===== src/rtl/iigs_hps_io_pkg.sv =====
// ----------------------------------------------------------------------------
// iigs_hps_io_pkg
//   Shared constants for the IIgs HPS I/O bridge: command opcodes carried in
//   the low byte of the first word of a frame, the sector buffer size, and
//   the bit positions of the ps2_key fields. Also holds a small helper that
//   picks the lowest-numbered disk with a pending request.
// ----------------------------------------------------------------------------
package iigs_hps_io_pkg;

    localparam logic [7:0] CMD_BUT_SW     = 8'h01;
    localparam logic [7:0] CMD_PS2        = 8'h05;
    localparam logic [7:0] CMD_SD_STAT    = 8'h16;
    localparam logic [7:0] CMD_SD_RD      = 8'h17;
    localparam logic [7:0] CMD_SD_WR      = 8'h18;
    localparam logic [7:0] CMD_IMG_MOUNT  = 8'h1C;
    localparam logic [7:0] CMD_SET_STATUS = 8'h1E;
    localparam logic [7:0] CMD_GET_MASK   = 8'h1F;

    localparam int SECTOR_BYTES = 512;

    // ps2_key layout: [10] toggle, [9] pressed, [8] extended, [7:0] scancode
    localparam int PS2_TOGGLE   = 10;
    localparam int PS2_PRESSED  = 9;
    localparam int PS2_EXTENDED = 8;

    // Index of the lowest set bit; 0 when nothing is set.
    function automatic logic [1:0] lowest_set(input logic [3:0] mask);
        logic [1:0] idx;
        idx = 2'd0;
        for (int i = 3; i >= 0; i--) begin
            if (mask[i]) idx = 2'(i);
        end
        return idx;
    endfunction

endpackage


===== src/rtl/iigs_hps_io_sdxfer.sv =====
// ----------------------------------------------------------------------------
// iigs_hps_io_sdxfer
//   Sector-buffer transfer engine for SECTOR_RD (HPS->core) and SECTOR_WR
//   (core->HPS). Owns the byte counter, the buffer address, the per-disk ack
//   and the buffer write strobe. A transfer starts at the command strobe and
//   lasts until io_enable drops; bytes past the end of the sector are
//   ignored rather than wrapped.
// Ports
//   clk_sys, reset   clock, asynchronous active-high reset
//   io_enable        frame enable; low clears the transfer
//   start, start_wr  command strobe of a transfer command / it is a write
//   byte_stb         data strobe of the current frame
//   byte_in          low byte of the HPS word (read transfers)
//   drive            disk selected by the last GET_SDSTAT
//   sd_ack           per-disk transfer-active flag
//   sd_buff_addr     buffer byte address
//   sd_buff_dout     byte written into the core buffer
//   sd_buff_wr       one-cycle write pulse
//   byte_ok          current strobe falls inside the sector
// ----------------------------------------------------------------------------
module iigs_hps_io_sdxfer
    import iigs_hps_io_pkg::*;
#(
    parameter int VDNUM = 2
) (
    input  logic             clk_sys,
    input  logic             reset,
    input  logic             io_enable,
    input  logic             start,
    input  logic             start_wr,
    input  logic             byte_stb,
    input  logic [7:0]       byte_in,
    input  logic [1:0]       drive,
    output logic [VDNUM-1:0] sd_ack,
    output logic [8:0]       sd_buff_addr,
    output logic [7:0]       sd_buff_dout,
    output logic             sd_buff_wr,
    output logic             byte_ok
);

    logic       busy;
    logic       wr_mode;
    logic [9:0] cnt;

    assign byte_ok = busy && (cnt < 10'(SECTOR_BYTES));

    // NOTE: all state here is updated with non-blocking assignments so every
    // register samples the pre-edge values, independent of statement order.
    always_ff @(posedge clk_sys or posedge reset) begin
        if (reset) begin
            busy         <= 1'b0;
            wr_mode      <= 1'b0;
            cnt          <= '0;
            sd_ack       <= '0;
            sd_buff_addr <= '0;
            sd_buff_dout <= '0;
            sd_buff_wr   <= 1'b0;
        end else begin
            sd_buff_wr <= 1'b0;
            if (!io_enable) begin
                busy    <= 1'b0;
                wr_mode <= 1'b0;
                cnt     <= '0;
                sd_ack  <= '0;
            end else if (start) begin
                busy         <= 1'b1;
                wr_mode      <= start_wr;
                cnt          <= '0;
                sd_buff_addr <= '0;
                for (int i = 0; i < VDNUM; i++) sd_ack[i] <= (drive == 2'(i));
            end else if (byte_stb && byte_ok) begin
                cnt <= cnt + 10'd1;
                if (wr_mode) begin
                    // Pre-advance so the core's 1-cycle buffer read is ready
                    // for the next strobe; hold at the last byte, no wrap.
                    if (cnt != 10'(SECTOR_BYTES - 1)) sd_buff_addr <= sd_buff_addr + 9'd1;
                end else begin
                    sd_buff_addr <= cnt[8:0];
                    sd_buff_dout <= byte_in;
                    sd_buff_wr   <= 1'b1;
                end
            end
        end
    end

endmodule


===== src/rtl/iigs_hps_io.sv =====
// ----------------------------------------------------------------------------
// iigs_hps_io
//   HPS I/O bridge for the IIgs core. Decodes framed 16-bit command transfers
//   (first strobe = opcode, later strobes = data words) and exposes buttons,
//   scandoubler flag, OSD status, PS/2 key events, image-mount info and a
//   byte-wide sector-buffer handshake for VDNUM virtual disks.
// Configuration
//   HPS_IO_PS2_EN  defined: command 0x05 drives ps2_key.
//                  undefined: ps2_key tied 0, 0x05 handled as unknown.
// Ports
//   clk_sys, reset        clock, asynchronous active-high reset
//   io_enable/io_strobe   frame enable / one-cycle word strobe
//   io_din / io_dout      HPS->core word / core->HPS word (cycle after strobe)
//   buttons, forced_scandoubler, status, status_menumask   OSD interface
//   ps2_key               keyboard event
//   sd_lba, sd_rd, sd_wr  per-disk requests from the core
//   sd_ack, sd_buff_*     sector-buffer handshake
//   img_mounted, img_readonly, img_size   mount notification
// ----------------------------------------------------------------------------
module iigs_hps_io
    import iigs_hps_io_pkg::*;
#(
    parameter int VDNUM = 2
) (
    input  logic             clk_sys,
    input  logic             reset,
    input  logic             io_enable,
    input  logic             io_strobe,
    input  logic [15:0]      io_din,
    output logic [15:0]      io_dout,
    output logic [1:0]       buttons,
    output logic             forced_scandoubler,
    output logic [31:0]      status,
    input  logic [15:0]      status_menumask,
    output logic [10:0]      ps2_key,
    input  logic [31:0]      sd_lba [VDNUM],
    input  logic [VDNUM-1:0] sd_rd,
    input  logic [VDNUM-1:0] sd_wr,
    output logic [VDNUM-1:0] sd_ack,
    output logic [8:0]       sd_buff_addr,
    output logic [7:0]       sd_buff_dout,
    input  logic [7:0]       sd_buff_din [VDNUM],
    output logic             sd_buff_wr,
    output logic [VDNUM-1:0] img_mounted,
    output logic             img_readonly,
    output logic [63:0]      img_size
);

    logic        en_d;
    logic        have_cmd;
    logic [7:0]  cmd;
    logic [2:0]  word_cnt;
    logic        cmd_stb;
    logic        data_stb;
    logic        frame_end;
    logic [3:0]  req4;
    logic [1:0]  active;
    logic        req_valid;
    logic [15:0] status_lo;
    logic [1:0]  mnt_drive;
    logic        mnt_ro;
    logic [63:0] mnt_size;
    logic [7:0]  din_sel;
    logic [31:0] lba_sel;
    logic        xfer_start;
    logic        byte_ok;

    assign cmd_stb    = io_strobe & io_enable & ~have_cmd;
    assign data_stb   = io_strobe & io_enable & have_cmd;
    assign frame_end  = en_d & ~io_enable;
    assign req4       = 4'(sd_rd | sd_wr);
    assign xfer_start = cmd_stb && (io_din[7:0] == CMD_SD_RD || io_din[7:0] == CMD_SD_WR);

    // NOTE: every always_comb output gets a default before the loop so no
    // path leaves it unassigned and no latch is inferred.
    always_comb begin
        din_sel = '0;
        lba_sel = '0;
        for (int i = 0; i < VDNUM; i++) begin
            if (active == 2'(i)) begin
                din_sel = sd_buff_din[i];
                lba_sel = sd_lba[i];
            end
        end
    end

    // Frame tracking. word_cnt saturates so long sector frames never alias
    // back onto the low word numbers.
    always_ff @(posedge clk_sys or posedge reset) begin
        if (reset) begin
            en_d     <= 1'b0;
            have_cmd <= 1'b0;
            cmd      <= '0;
            word_cnt <= '0;
        end else begin
            en_d <= io_enable;
            if (!io_enable) begin
                have_cmd <= 1'b0;
                cmd      <= '0;
                word_cnt <= '0;
            end else if (cmd_stb) begin
                have_cmd <= 1'b1;
                cmd      <= io_din[7:0];
                word_cnt <= '0;
            end else if (data_stb && word_cnt != 3'd7) begin
                word_cnt <= word_cnt + 3'd1;
            end
        end
    end

    // Command decode and the registers it updates.
    always_ff @(posedge clk_sys or posedge reset) begin
        if (reset) begin
            io_dout            <= '0;
            buttons            <= '0;
            forced_scandoubler <= 1'b0;
            status             <= '0;
            status_lo          <= '0;
            active             <= '0;
            req_valid          <= 1'b0;
            mnt_drive          <= '0;
            mnt_ro             <= 1'b0;
            mnt_size           <= '0;
            img_mounted        <= '0;
            img_readonly       <= 1'b0;
            img_size           <= '0;
        end else begin
            img_mounted <= '0;
            if (!io_enable) begin
                io_dout <= '0;
            end else if (cmd_stb) begin
                io_dout <= '0;
                if (io_din[7:0] == CMD_SD_STAT) begin
                    active    <= lowest_set(req4);
                    req_valid <= |req4;
                end
                if (io_din[7:0] == CMD_IMG_MOUNT) begin
                    mnt_drive <= '0;
                    mnt_ro    <= 1'b0;
                    mnt_size  <= '0;
                end
            end else if (data_stb) begin
                io_dout <= '0;
                case (cmd)
                    CMD_BUT_SW: if (word_cnt == 3'd0) begin
                        buttons            <= io_din[1:0];
                        forced_scandoubler <= io_din[4];
                    end
                    CMD_SET_STATUS: begin
                        // Low half is staged so status changes in one step.
                        if (word_cnt == 3'd0) status_lo <= io_din;
                        if (word_cnt == 3'd1) status    <= {io_din, status_lo};
                    end
                    CMD_GET_MASK: if (word_cnt == 3'd0) io_dout <= status_menumask;
                    CMD_SD_STAT: begin
                        if (word_cnt == 3'd0) io_dout <= {8'(sd_wr), 8'(sd_rd)};
                        if (word_cnt == 3'd1) io_dout <= req_valid ? lba_sel[15:0]  : 16'h0;
                        if (word_cnt == 3'd2) io_dout <= req_valid ? lba_sel[31:16] : 16'h0;
                    end
                    CMD_SD_WR: io_dout <= byte_ok ? {8'h00, din_sel} : io_dout;
                    CMD_IMG_MOUNT: begin
                        case (word_cnt)
                            3'd0: begin
                                mnt_drive <= io_din[1:0];
                                mnt_ro    <= io_din[7];
                            end
                            3'd1:    mnt_size[15:0]  <= io_din;
                            3'd2:    mnt_size[31:16] <= io_din;
                            3'd3:    mnt_size[47:32] <= io_din;
                            3'd4:    mnt_size[63:48] <= io_din;
                            default: ;
                        endcase
                    end
                    default: ;
                endcase
            end
            if (frame_end && cmd == CMD_IMG_MOUNT && int'(mnt_drive) < VDNUM) begin
                for (int i = 0; i < VDNUM; i++) img_mounted[i] <= (mnt_drive == 2'(i));
                img_size     <= mnt_size;
                img_readonly <= mnt_ro;
            end
        end
    end

`ifdef HPS_IO_PS2_EN
    always_ff @(posedge clk_sys or posedge reset) begin
        if (reset) begin
            ps2_key <= '0;
        end else if (data_stb && cmd == CMD_PS2 && word_cnt == 3'd0) begin
            ps2_key <= {~ps2_key[PS2_TOGGLE], io_din[PS2_PRESSED], io_din[PS2_EXTENDED], io_din[7:0]};
        end
    end
`else
    assign ps2_key = '0;
`endif

    iigs_hps_io_sdxfer #(
        .VDNUM(VDNUM)
    ) u_sdxfer (
        .clk_sys      (clk_sys),
        .reset        (reset),
        .io_enable    (io_enable),
        .start        (xfer_start),
        .start_wr     (io_din[7:0] == CMD_SD_WR),
        .byte_stb     (data_stb),
        .byte_in      (io_din[7:0]),
        .drive        (active),
        .sd_ack       (sd_ack),
        .sd_buff_addr (sd_buff_addr),
        .sd_buff_dout (sd_buff_dout),
        .sd_buff_wr   (sd_buff_wr),
        .byte_ok      (byte_ok)
    );

endmodule


===== config.mk =====
export PLATFORM = sky130hd
export DESIGN_NAME = iigs_hps_io
export DESIGN_NICKNAME = d
export VERILOG_FILES = /design/src/rtl/iigs_hps_io_pkg.sv /design/src/rtl/iigs_hps_io_sdxfer.sv /design/src/rtl/iigs_hps_io.sv
export SDC_FILE = /design/constraint.sdc
export NUM_CORES = 1
export LEC_CHECK = 0
export ABC_AREA = 1
export CAP_MARGIN = 30
export CORE_MARGIN = 1.5
export CORE_UTILIZATION = 55
export CTS_BUF_LIST = sky130_fd_sc_hd__clkbuf_16
export DETAILED_ROUTE_END_ITERATION = 10
export GPL_TIMING_DRIVEN = 0
export PLACE_DENSITY = 0.87
export SLEW_MARGIN = 20
export SYNTH_ARGS = -nofsm -noshare
export SYNTH_HDL_FRONTEND = slang
export SYNTH_HIERARCHICAL = 1
export SYNTH_SLANG_ARGS = --single-unit

===== constraint.sdc =====
create_clock -name clk_sys -period 22 [get_ports clk_sys]
set_input_delay 4.4 -clock clk_sys [delete_from_list [all_inputs] [get_ports clk_sys]]
set_output_delay 4.4 -clock clk_sys [all_outputs]
set_load 0.05 [all_outputs]

==> implementation parameters <==
Parameter                              Value

Timing
  Setup_tns ... 0 ps
  Setup skew after layout ... 19.5 ps
  Post-Route Hold Slack ... 472 ps
  Final-report max-slew violation count ... 0
  Setup repair after global routing missed its margin ... no
  Final hold vios ... 0
  Maximum clock frequency ... 156 MHz
  Worst relative slew slack ... 48.4%
  Final setup violating endpoints ... 0
  Actual transition at the worst max-transition pin ... 772 ps
  Shortest period the worst path allows ... 6420 ps
  Final worst-path cycle share ... 29.2%

Synthesis
  Area of the mapped netlist ... 11800 um^2
  Mean Syn Cell Area ... 8.02 um^2
  Yosys reg bits ... 248
  Number of enable flip-flop cells after synthesis ... 0
  Seq/Total Area, Yosys ... 52.7%
  Top_reg_cell synth ... sky130_fd_sc_hd__dfrtp_1
  Synth Warn # ... 6
  FFs w/ async S/R, synth ... 100%
  Number of cells produced by synthesis ... 1470
  Number of distinct standard cells referenced by the synthesized netlist ... 40

Route
  Count of antenna-violating nets left after detailed routing ... 0
  DR vias/cell ... 5.31
  DR WL/cell ... 16.2 um
  Number of optimization iterations in the first detailed-route pass ... 5
  Number of DRC violations after detailed-routing iteration 0 ... 680
  Count of unresolved DRC violations after routing ... 0
  Via count ... 11000
  Overall routed net length ... 33500 um

Finish
  Area of combinational cells with multiple inputs ... 4560 um^2
  Share of final-layout standard cells stronger than drive strength 1 ... 8.12%
  ANT cells ... 0
  Combined flip-flop and latch cell area ... 6210 um^2
  Total number of nets in the final design ... 1897
  Final Non-Filler Cells ... 2061
  Layout Area Growth over Synthesis ... 32.6%
  Number of filler cells placed in the layout ... 1540
  Post-route cell area ... 15600 um^2

Place
  Number of placed cells counting well taps ... 2016
  DP Wirelength ... 24500 um
  Last weighted congestion value of the routability-driven placer ... 0.876
  Total of buffers placed on input and output ports ... 257
  Placement-stage cell area ... 14800 um^2

Worst setup path
  Critical-path maximum fanout ... 10
  Data required time at the worst endpoint ... 22440 ps
  Signal arrival time at the worst endpoint ... 6860 ps
  Type of element capturing the critical path ... flop
  CP peak stage delay ... 670 ps
  Cell type group with the largest total delay on the critical path ... buffers and inverters
  Worst Setup Start Kind ... input port
  CP Class ... input port to flop
  Sum of buffers and inverters on the critical path ... 5
  Critical Path Slowest Stage Cell ... sky130_fd_sc_hd__clkdlybuf4s50_1
  Worst reg-to-reg setup slack ... 19680 ps
  Series of cell instances along the critical path ... clkdlybuf4s50_1 -> nand2_4 -> nor2_4 -> buf_6 -> buf_2 -> nand3_1 -> o21ai_0 -> buf_2 -> nor2_8 -> nand2_4 -> inv_1 -> nor2_1 -> nand3_1 -> a21oi_1

Floorplan
  Die X ... 149 um
  Area of the core ... 21000 um^2
  Number of rows in the core area ... 53
  Starting density of the core ... 56.1%
  DIE HEIGHT ... 149 um
  Area of the die ... 22300 um^2
  I/O pin total ... 269

Pwr
  Static leakage ... 7.53 nW
  Power density over the cells ... 69.3 nW/um^2
  Worst supply voltage drop on vdd ... 0.0000463 V
  PnR Total Power ... 0.00108 W

Global route
  Global-route wire length before repair ... 54000 um
  Number of antenna violations at the first check in global routing ... 0
  Vias in the first global route ... 10800
  Largest net degree at the start of global routing ... 95
  Aggregate global-route resource usage ... 30.6%
  Global route total overflow ... 0

Clocking
  Number of instances resized during post-cts repair ... 0
  Clock tree root buffer cell ... sky130_fd_sc_hd__clkbuf_16
  Hold buffers post-CTS ... 0
  Clock transition at the registers of the reported paths ... 60 ps
  Total CTS buffers ... 26
  # H-tree levels ... 1
  CTS tree ... done
  Post-CTS setup buffers ... 0
  Clock latency on the worst-skew pair ... 520 ps
  Clk sink count ... 248
  Longest Clk Path Bufs ... 3

Outcome
  Result of the run ... finished clean

Min path
  Min-Delay Path Class ... flop to flop

Job
  Max capacitance violation total ... 0
-- sequential cells by signal, indices dropped and copies added, names as in the netlist, 3 cells and up --
signal / flops
io_dout: 16
cmd: 8
status: 32
word_cnt: 3
u_sdxfer/sd_buff_addr: 9
img_size: 64
u_sdxfer/sd_buff_dout: 8
mnt_size: 64
u_sdxfer/cnt: 10
status_lo: 16
-- per-stage QoR --
stage	setup slack (ps)	util, %
final	15580	74.3
after CTS	15580	74.3
after floorplan	11690	-
after global routing	15350	74.3
after detailed placement	15080	70.4
after global placement	9180	70.1
-- cell families (layout without fill, tap and decap cells) --
kind of cell | Yosys count | count (layout) | synth area share [%]
buffers and inverters | 237 | 541 | 9.01
AND/OR/NAND/NOR | 782 | 782 | 28.4
adder cells (fa/ha/maj) | 8 | 8 | 0.850
other | 1 | 13 | 0.0318
AO/OA/AOI/OAI | 193 | 193 | 8.95
XOR/XNOR | 1 | 1 | 0.0743
flip-flops | 248 | 248 | 52.7
-- cell usage after synthesis (4+ instances only) --
library cell	instances	share of area, %
sky130_fd_sc_hd__nand4_1	13	0.69
sky130_fd_sc_hd__nor2_2	8	0.42
sky130_fd_sc_hd__inv_1	152	4.8
sky130_fd_sc_hd__nand2_2	9	0.48
sky130_fd_sc_hd__a21oi_1	13	0.55
sky130_fd_sc_hd__o21ai_0	130	5.5
sky130_fd_sc_hd__dfrtp_1	248	53
sky130_fd_sc_hd__or2_2	6	0.32
sky130_fd_sc_hd__nor2_4	7	0.67
sky130_fd_sc_hd__o22ai_1	8	0.42
sky130_fd_sc_hd__nand3_1	106	4.5
sky130_fd_sc_hd__nand3b_1	4	0.25
sky130_fd_sc_hd__inv_2	6	0.19
sky130_fd_sc_hd__nand2_4	6	0.57
sky130_fd_sc_hd__nand2_1	535	17
sky130_fd_sc_hd__buf_6	6	0.57
sky130_fd_sc_hd__nor3_1	7	0.30
sky130_fd_sc_hd__o21ai_1	31	1.3
sky130_fd_sc_hd__clkbuf_1	24	0.76
sky130_fd_sc_hd__buf_4	23	1.5
sky130_fd_sc_hd__a21oi_4	6	0.83
sky130_fd_sc_hd__buf_2	19	0.81
sky130_fd_sc_hd__nor2_1	74	2.4
sky130_fd_sc_hd__ha_1	8	0.85
-- path summary, 6_finish.rpt --
kind	startpoint	end	cells past startpoint
max in group asynchronous	reset	mnt_size[35]	3
setup reg to reg	word_cnt[0]	status_lo[5]	7
setup / recovery	io_enable	u_sdxfer/cnt[9]	14
hold reg to reg	mnt_size[2]	mnt_size[2]	2
hold / removal	mnt_size[2]	mnt_size[2]	2
min in group asynchronous	reset	buttons[1]	2
-- report_power, final --
part | switching, W | total (W) | internal, W
Clock | 0.000177 | 0.000421 | 0.000244
Combinational | 0.0000866 | 0.000140 | 0.0000535
Sequential | 0.0000262 | 0.000521 | 0.000495
-- metal layers --
layer / GRT usage (%) / wire length (um) / vias to the layer above
li1: - / - / 5195
met1: 37.9 / 13100 / 5187
met2: 53.9 / 17100 / 481
met3: 4.04 / 2000 / 87
met4: 12.3 / 1220 / 0
met5: 0 / 0 / -
-- cell usage in the layout, fill, tap and decap left out, types with 4 or more instances in the layout --
| cell | n |
|---|---|
| sky130_fd_sc_hd__a21oi_1 | 13 |
| sky130_fd_sc_hd__a21oi_4 | 6 |
| sky130_fd_sc_hd__buf_2 | 19 |
| sky130_fd_sc_hd__buf_4 | 23 |
| sky130_fd_sc_hd__buf_6 | 6 |
| sky130_fd_sc_hd__clkbuf_1 | 24 |
| sky130_fd_sc_hd__clkbuf_16 | 27 |
| sky130_fd_sc_hd__clkdlybuf4s50_1 | 257 |
| sky130_fd_sc_hd__clkinv_1 | 7 |
| sky130_fd_sc_hd__clkinv_2 | 5 |
| sky130_fd_sc_hd__conb_1 | 13 |
| sky130_fd_sc_hd__dfrtp_1 | 248 |
| sky130_fd_sc_hd__ha_1 | 8 |
| sky130_fd_sc_hd__inv_1 | 154 |
| sky130_fd_sc_hd__inv_2 | 7 |
| sky130_fd_sc_hd__nand2_1 | 535 |
| sky130_fd_sc_hd__nand2_2 | 9 |
| sky130_fd_sc_hd__nand2_4 | 6 |
| sky130_fd_sc_hd__nand3_1 | 106 |
| sky130_fd_sc_hd__nand3b_1 | 4 |
| sky130_fd_sc_hd__nand4_1 | 13 |
| sky130_fd_sc_hd__nor2_1 | 74 |
| sky130_fd_sc_hd__nor2_2 | 8 |
| sky130_fd_sc_hd__nor2_4 | 7 |
| sky130_fd_sc_hd__nor3_1 | 7 |
| sky130_fd_sc_hd__o21ai_0 | 130 |
| sky130_fd_sc_hd__o21ai_1 | 31 |
| sky130_fd_sc_hd__o22ai_1 | 8 |
| sky130_fd_sc_hd__or2_2 | 6 |
-- cell type report --
type	count	share of cell area [%]
buffer	72	2.72
inverter	165	4.12
clock buffer	27	4.33
multi-input combinational	997	29.2
timing repair buffer	259	16.8
tap	275	2.20
sequential	248	39.7
clock inverter	18	0.881
-- worst register-to-register path: cells and delay by family (launching register included) --
family / cells / cell delay (ps)
and+or+nand+nor: 2 / 580
DFF: 1 / 410
buffers and inverters: 3 / 860
AOI/OAI and AO/OA: 1 / 120
adders and majority gates: 1 / 240
(Power assumes the default switching activity.)
